==> config.mk <==
export PLATFORM = sky130hd
export DESIGN_NAME = dna_responder
export DESIGN_NICKNAME = d
export VERILOG_FILES = /design/src/rtl/dna_pkg.sv /design/src/rtl/dna_sync.sv /design/src/rtl/dna_responder.sv
export SDC_FILE = /design/constraint.sdc
export NUM_CORES = 1
export LEC_CHECK = 0
export ABC_AREA = 1
export CORE_MARGIN = 3
export CORE_UTILIZATION = 54
export CTS_CLUSTER_DIAMETER = 200
export DETAILED_ROUTE_END_ITERATION = 10
export GPL_TIMING_DRIVEN = 0
export MAX_ROUTING_LAYER = met4
export PLACE_DENSITY_LB_ADDON = 0.3
export SETUP_SLACK_MARGIN = 0.1
export SLEW_MARGIN = 20
export SYNTH_ARGS = -nofsm -noshare
export SYNTH_HDL_FRONTEND = slang
export SYNTH_HIERARCHICAL = 1
export SYNTH_SLANG_ARGS = --single-unit
==> constraint.sdc <==
create_clock -name aclk -period 2.85 [get_ports aclk]
set_input_delay 0.57 -clock aclk [delete_from_list [all_inputs] [get_ports aclk]]
set_output_delay 0.57 -clock aclk [all_outputs]
set_load 0.01 [all_outputs]
==> src/rtl/dna_pkg.sv <==
// Shared constants and types for the soft DNA_PORT responder.
// Also home to the reader-side ID width so both ends agree.
package dna_pkg;

  localparam int DNA_DATA_WIDTH    = 57;
  localparam int DNA_SYNC_STAGES   = 2;
  localparam int DNA_BIT_CNT_WIDTH = 7;
  localparam int DNA_SETTLE_WIDTH  = $clog2(DNA_SYNC_STAGES + 2);
  localparam int DNA_READER_WIDTH  = DNA_DATA_WIDTH;

  typedef struct packed {
    logic read;
    logic shift;
    logic din;
  } dna_ctl_t;

  function automatic logic [DNA_BIT_CNT_WIDTH-1:0] dna_cnt_inc(
    input logic [DNA_BIT_CNT_WIDTH-1:0] c
  );
    return (&c) ? c : c + 1'b1;
  endfunction

endpackage

==> src/rtl/dna_sync.sv <==
// Synchronizes the serial pins into aclk and detects dna_clk rises.
// Rises are masked until the chain has flushed after reset.
module dna_sync
  import dna_pkg::*;
#(
  parameter int N        = 3,
  parameter int STAGES   = DNA_SYNC_STAGES,
  parameter int SETTLE_W = DNA_SETTLE_WIDTH
) (
  input  logic         aclk,
  input  logic         aresetn,
  input  logic         i_clk,
  input  logic [N-1:0] i_data,
  output logic [N-1:0] o_data,
  output logic         o_rise
);

  localparam logic [SETTLE_W-1:0] SETTLE_DONE = SETTLE_W'(STAGES + 1);

  logic [STAGES-1:0]        r_csync;
  logic [STAGES-1:0][N-1:0] r_dsync;
  logic                     r_prev;
  logic [SETTLE_W-1:0]      r_settle;
  logic                     w_settled;

  assign w_settled = (r_settle == SETTLE_DONE);

  always_ff @(posedge aclk) begin
    if (!aresetn) begin
      r_csync  <= '0;
      r_dsync  <= '0;
      r_prev   <= 1'b0;
      r_settle <= '0;
    end else begin
      r_csync <= {r_csync[STAGES-2:0], i_clk};
      r_dsync <= {r_dsync[STAGES-2:0], i_data};
      r_prev  <= r_csync[STAGES-1];
      if (!w_settled)
        r_settle <= r_settle + 1'b1;
    end
  end

  assign o_data = r_dsync[STAGES-1];
  assign o_rise = w_settled & r_csync[STAGES-1] & ~r_prev;

endmodule

==> src/rtl/dna_responder.sv <==
// Device side of the DNA_PORT serial-ID protocol in fabric logic.
// Loads a programmable ID and shifts it out MSB first on dna_clk.
module dna_responder
  import dna_pkg::*;
#(
  parameter int DATA_WIDTH  = DNA_DATA_WIDTH,
  parameter int SYNC_STAGES = DNA_SYNC_STAGES
) (
  input  logic                         aclk,
  input  logic                         aresetn,
  input  logic [DATA_WIDTH-1:0]        dna_id,
  input  logic                         dna_clk,
  input  logic                         dna_read,
  input  logic                         dna_shift,
  input  logic                         dna_din,
  output logic                         dna_dout,
  output logic [DNA_BIT_CNT_WIDTH-1:0] bit_count,
  output logic                         done,
  output logic                         overrun
);

  localparam int CW = DNA_BIT_CNT_WIDTH;
  localparam logic [CW-1:0] LAST = CW'(DATA_WIDTH - 1);

  dna_ctl_t w_ctl;
  logic     w_rise;
  logic     w_load;
  logic     w_shift;

  logic [DATA_WIDTH-1:0] r_sreg;
  logic [DATA_WIDTH-1:0] w_sreg_nxt;
  logic [CW-1:0]         r_cnt;
  logic [CW-1:0]         w_cnt_nxt;
  logic                  r_dout;
  logic                  r_done;
  logic                  w_done_nxt;
  logic                  r_ovr;
  logic                  w_ovr_nxt;

  dna_sync #(
    .N        (3),
    .STAGES   (SYNC_STAGES),
    .SETTLE_W ($clog2(SYNC_STAGES + 2))
  ) u_sync (
    .aclk    (aclk),
    .aresetn (aresetn),
    .i_clk   (dna_clk),
    .i_data  ({dna_read, dna_shift, dna_din}),
    .o_data  (w_ctl),
    .o_rise  (w_rise)
  );

  // read has priority over shift on the same edge
  assign w_load  = w_rise & w_ctl.read;
  assign w_shift = w_rise & ~w_ctl.read & w_ctl.shift;

  always_comb begin
    w_sreg_nxt = r_sreg;
    w_cnt_nxt  = r_cnt;
    w_ovr_nxt  = r_ovr;
    w_done_nxt = 1'b0;
    unique case (1'b1)
      w_load: begin
        w_sreg_nxt = dna_id;
        w_cnt_nxt  = '0;
        w_ovr_nxt  = 1'b0;
      end
      w_shift: begin
        w_sreg_nxt = {r_sreg[DATA_WIDTH-2:0], w_ctl.din};
        w_cnt_nxt  = dna_cnt_inc(r_cnt);
        w_ovr_nxt  = r_ovr | (r_cnt >= LAST);
        w_done_nxt = (r_cnt != LAST) && (w_cnt_nxt == LAST);
      end
      default: ;
    endcase
  end

  always_ff @(posedge aclk) begin
    if (!aresetn) begin
      r_sreg <= '0;
      r_dout <= 1'b0;
      r_cnt  <= '0;
      r_done <= 1'b0;
      r_ovr  <= 1'b0;
    end else begin
      r_sreg <= w_sreg_nxt;
      r_dout <= w_sreg_nxt[DATA_WIDTH-1];
      r_cnt  <= w_cnt_nxt;
      r_done <= w_done_nxt;
      r_ovr  <= w_ovr_nxt;
    end
  end

  assign dna_dout  = r_dout;
  assign bit_count = r_cnt;
  assign done      = r_done;
  assign overrun   = r_ovr;

endmodule

==> results.sh <==
export IMPL_status="completed"
export IMPL_gpl_final_weighted_congestion=0.8342
export IMPL_floorplan_die_height_um=84.46
export IMPL_slew_viol_final=0
export IMPL_critPathMaxStageDelay_ps=590
export IMPL_io_pins=73
export IMPL_synth_lib_cells_used_distinct=25
export IMPL_netSwitchingPower_w=0.0004340
export IMPL_number_of_standard_cells_after_synthesis=443
export IMPL_largest_net_degree_at_the_start_of_global_routing=13
export IMPL_cp_buffers_inverters=1
export IMPL_ratio_of_final_minimum_period_to_clock_period=0.6981
export IMPL_timing_slew_headroom=0.6917
export IMPL_grt_first_pass_wirelength_mm=13.76
export IMPL_dp_hpwl_mm=5.471
export IMPL_core_region_area_um2=5743
export IMPL_drt_drc=0
export IMPL_cts_hold_buffers_added=0
export IMPL_kind_of_capture_point_of_the_worst_setup_path="primary output"
export IMPL_fin_worst_setup_slack_ps=860.4
export IMPL_dr_first_iter_drc_count=242
export IMPL_totalNegativeSetupSlack_ps=0
export IMPL_die_area_um2=7133
export IMPL_layout_commonest_cell="sky130_fd_sc_hd__o21ai_0"
export IMPL_seq_total_area_yosys=0.4637
export IMPL_share_of_post_route_cells_with_drive_strength_above_1=0.09416
export IMPL_track_usage=0.2384
export IMPL_synth_warning_count=6
export IMPL_period_minus_slack_ps=1990
export IMPL_detailroute_via_count=3265
export IMPL_powerDensity_nw_per_um2=494.4
export IMPL_worstSetupStartpointType="register"
export IMPL_dp_worst_setup_slack_ps=595.0
export IMPL_synthesis_nets=509
export IMPL_netlist_top_cell_by_area="sky130_fd_sc_hd__dfxtp_1"
export IMPL_worst_endpoint_arrival_ps=1420
export IMPL_number_of_antenna_violations_at_the_first_check_in_global_routing=0
export IMPL_synth_top_area_frac=0.4637
export IMPL_htree_num_levels=3
export IMPL_number_of_sinks_driven_by_the_clock_tree=77
export IMPL_seq_power_share=0.509
export IMPL_most_used_cells_in_the_layout_excluding_fill_and_tap_cells="100 x sky130_fd_sc_hd__o21ai_0, 96 x sky130_fd_sc_hd__nand2_1, 77 x sky130_fd_sc_hd__dfxtp_1"
export IMPL_syn_to_final_growth_pct=31.16
export IMPL_fillCellCount=447
export IMPL_postSynthAreaPerCell_um2=7.504
export IMPL_via_density_per_instance=5.415
export IMPL_cts_root_buffer="sky130_fd_sc_hd__clkbuf_8"
export IMPL_worstSetupPathType="reg -> out"
export IMPL_cts_post_setup_buffers_inserted=0
export IMPL_number_of_failing_setup_endpoints_in_the_final_timing_report=0
export IMPL_firstDrtPassIters=5
export IMPL_post_layout_total_power_w=0.002156
export IMPL_ys_ff_latch=77
export IMPL_grt_overflow=0
export IMPL_max_slew_worst_pin_slew_ps=461.0
export IMPL_clkLatencyLatePin_ps=350
export IMPL_port_buffer_count=72
export IMPL_critPathTopFamily="buffers and inverters"
export IMPL_tritoncts="yes"
export IMPL_crit_path_max_fanout=6
export IMPL_power_frac_comb=0.065
export IMPL_maxCapViolCount=0
export IMPL_wl_per_cell_um=12.98
export IMPL_drt_antenna_violating_nets=0
export IMPL_crit_path_cells="clkdlybuf4s50_1"
export IMPL_post_cts_resized_instances=0
export IMPL_wp_data_required_ps=2280
export IMPL_worst_clock_skew_ps=7.805
export IMPL_clkSlewWorstSetupHoldPaths_ps=80
export IMPL_fin_nets=592
export IMPL_insertedDiodeCount=0
export IMPL_multi_input_comb_area_um2=1486
export IMPL_cpMaxStageDelayCell="sky130_fd_sc_hd__clkdlybuf4s50_1"
export IMPL_first_global_vias=3251
export IMPL_fp_row_count=27
export IMPL_power_ir_vdd_worst_mv=0.3965
export IMPL_register_area_um2=1541
export IMPL_worstHoldPathType="reg -> reg"
export IMPL_mappedNetlistArea_um2=3324
export IMPL_initial_core_util=0.5789
export IMPL_synth_area_leaders="sky130_fd_sc_hd__dfxtp_1 46%, sky130_fd_sc_hd__o21ai_0 15%, sky130_fd_sc_hd__nand2_1 11%, sky130_fd_sc_hd__a21oi_1 8.9%, sky130_fd_sc_hd__o21ai_1 3.0%"
export IMPL_achievable_frequency_mhz=502.6
export IMPL_routed_wl_mm=7.825
export IMPL_power_leakage_nw=1.744
export IMPL_die_wd_um=84.46
export IMPL_p_sw_frac=0.2014
export IMPL_tritoncts_num_buffers=9
export IMPL_p_int_w=0.001722
export IMPL_portion_of_total_power_attributed_to_the_clock_network=0.426
export IMPL_cts_path_max_buffers=2
export IMPL_rsz_0062_raised_after_global_routing="no"
export IMPL_hold_viol_final=0
## power by group through the flow
| stage | Sequential [W] | Combinational (W) | Clock, W |
|---|---|---|---|
| 2_1_floorplan | 0.00112 | 0.0000418 | 0 |
| 3_3_place_gp | 0.00112 | 0.000137 | 0 |
| 3_5_place_dp | 0.00112 | 0.000139 | 0 |
| 4_1_cts | 0.00110 | 0.000140 | 0.000935 |
| 5_1_grt | 0.00110 | 0.000153 | 0.000987 |
| 6_report | 0.00110 | 0.000140 | 0.000918 |
## cell type report
| class | count | share of cell area |
|---|---|---|
| repair buffers | 72 | 0.1653 |
| flip-flops and latches | 77 | 0.3535 |
| plain buffers | 34 | 0.04993 |
| well taps | 72 | 0.02066 |
| multi-input cells | 311 | 0.3409 |
| inverters | 21 | 0.01808 |
| clock inverters | 4 | 0.01607 |
| clock buffers | 12 | 0.03558 |
## cell usage after synthesis
cell / n
sky130_fd_sc_hd__a21oi_1: 59
sky130_fd_sc_hd__a22oi_1: 1
sky130_fd_sc_hd__buf_2: 6
sky130_fd_sc_hd__buf_4: 5
sky130_fd_sc_hd__buf_6: 5
sky130_fd_sc_hd__buf_8: 1
sky130_fd_sc_hd__clkbuf_1: 11
sky130_fd_sc_hd__clkbuf_2: 3
sky130_fd_sc_hd__clkbuf_4: 3
sky130_fd_sc_hd__dfxtp_1: 77
sky130_fd_sc_hd__ha_1: 3
sky130_fd_sc_hd__inv_1: 17
sky130_fd_sc_hd__inv_2: 4
sky130_fd_sc_hd__nand2_1: 96
sky130_fd_sc_hd__nand2_2: 3
sky130_fd_sc_hd__nand2_4: 1
sky130_fd_sc_hd__nand3_1: 6
sky130_fd_sc_hd__nand3_2: 2
sky130_fd_sc_hd__nor2_1: 15
sky130_fd_sc_hd__nor2_4: 2
sky130_fd_sc_hd__o21ai_0: 100
sky130_fd_sc_hd__o21ai_1: 20
sky130_fd_sc_hd__o32ai_1: 1
sky130_fd_sc_hd__xnor2_1: 1
sky130_fd_sc_hd__xor2_1: 1
## state kept, by name (all words and copies together) (netlist names)
register         cells
overrun              1
u_sync/r_dsync       3
u_sync/r_csync       2
done                 1
u_sync/r_prev        1
bit_count            7
u_sync/o_data        3
u_sync/r_settle      2
r_sreg              57
## worst register-to-register path: stages, from the launching register on
cell and delay (ps):
sky130_fd_sc_hd__dfxtp_1 360, sky130_fd_sc_hd__ha_1 230, sky130_fd_sc_hd__nand2_1 60, sky130_fd_sc_hd__nor2_1 220, sky130_fd_sc_hd__nand2_2 150, sky130_fd_sc_hd__buf_6 160
sky130_fd_sc_hd__clkbuf_1 190, sky130_fd_sc_hd__o21ai_0 270, sky130_fd_sc_hd__a21oi_1 100
## layer usage
metal | GRT usage | vias to the layer above | routed length (µm)
li1 | - | 1653 | -
met1 | 0.2743 | 1485 | 3306
met2 | 0.4067 | 115 | 3888
met3 | 0.06084 | 12 | 541
met4 | 0.07626 | 0 | 89
met5 | - | - | 0
## cell families (layout without fill, tap and decap cells)
| logic type | Yosys count | in the layout | synth area share |
|---|---|---|---|
| compound gates | 181 | 181 | 0.2744 |
| xor+xnor | 2 | 2 | 0.005270 |
| fa+ha+maj | 3 | 3 | 0.01129 |
| buf+inv | 55 | 143 | 0.08919 |
| flops | 77 | 77 | 0.4637 |
| simple gates | 125 | 125 | 0.1562 |
## stage by stage
step           cells  cell area (µm²)  utilization  hold WS, ps
4_1_cts          603             4360       0.7593        424.9
2_1_floorplan    443             3324            -        386.4
3_3_place_gp     587             4135       0.7200        394.6
3_5_place_dp     587             4135       0.7200        406.2
5_1_grt          603             4360       0.7593        441.5
6_report         603             4360       0.7593        424.3
## path summary, 6_finish.rpt
kind / start / endpoint / slack (ps) / cells past startpoint
worst max-delay path: bit_count[2]$_SDFFE_PN0P_ / bit_count[2] / 860 / 1
worst max register to register: u_sync/r_settle[0]$_SDFFE_PN0P_ / r_sreg[48]$_SDFFE_PN0P_ / 990 / 8
worst min-delay path: u_sync/r_dsync[1]$_SDFF_PN0_ / u_sync/o_data[1]$_SDFF_PN0_ / 420 / 2
worst min register to register: u_sync/r_dsync[1]$_SDFF_PN0_ / u_sync/o_data[1]$_SDFF_PN0_ / 420 / 2
(Power assumes the default switching activity.)
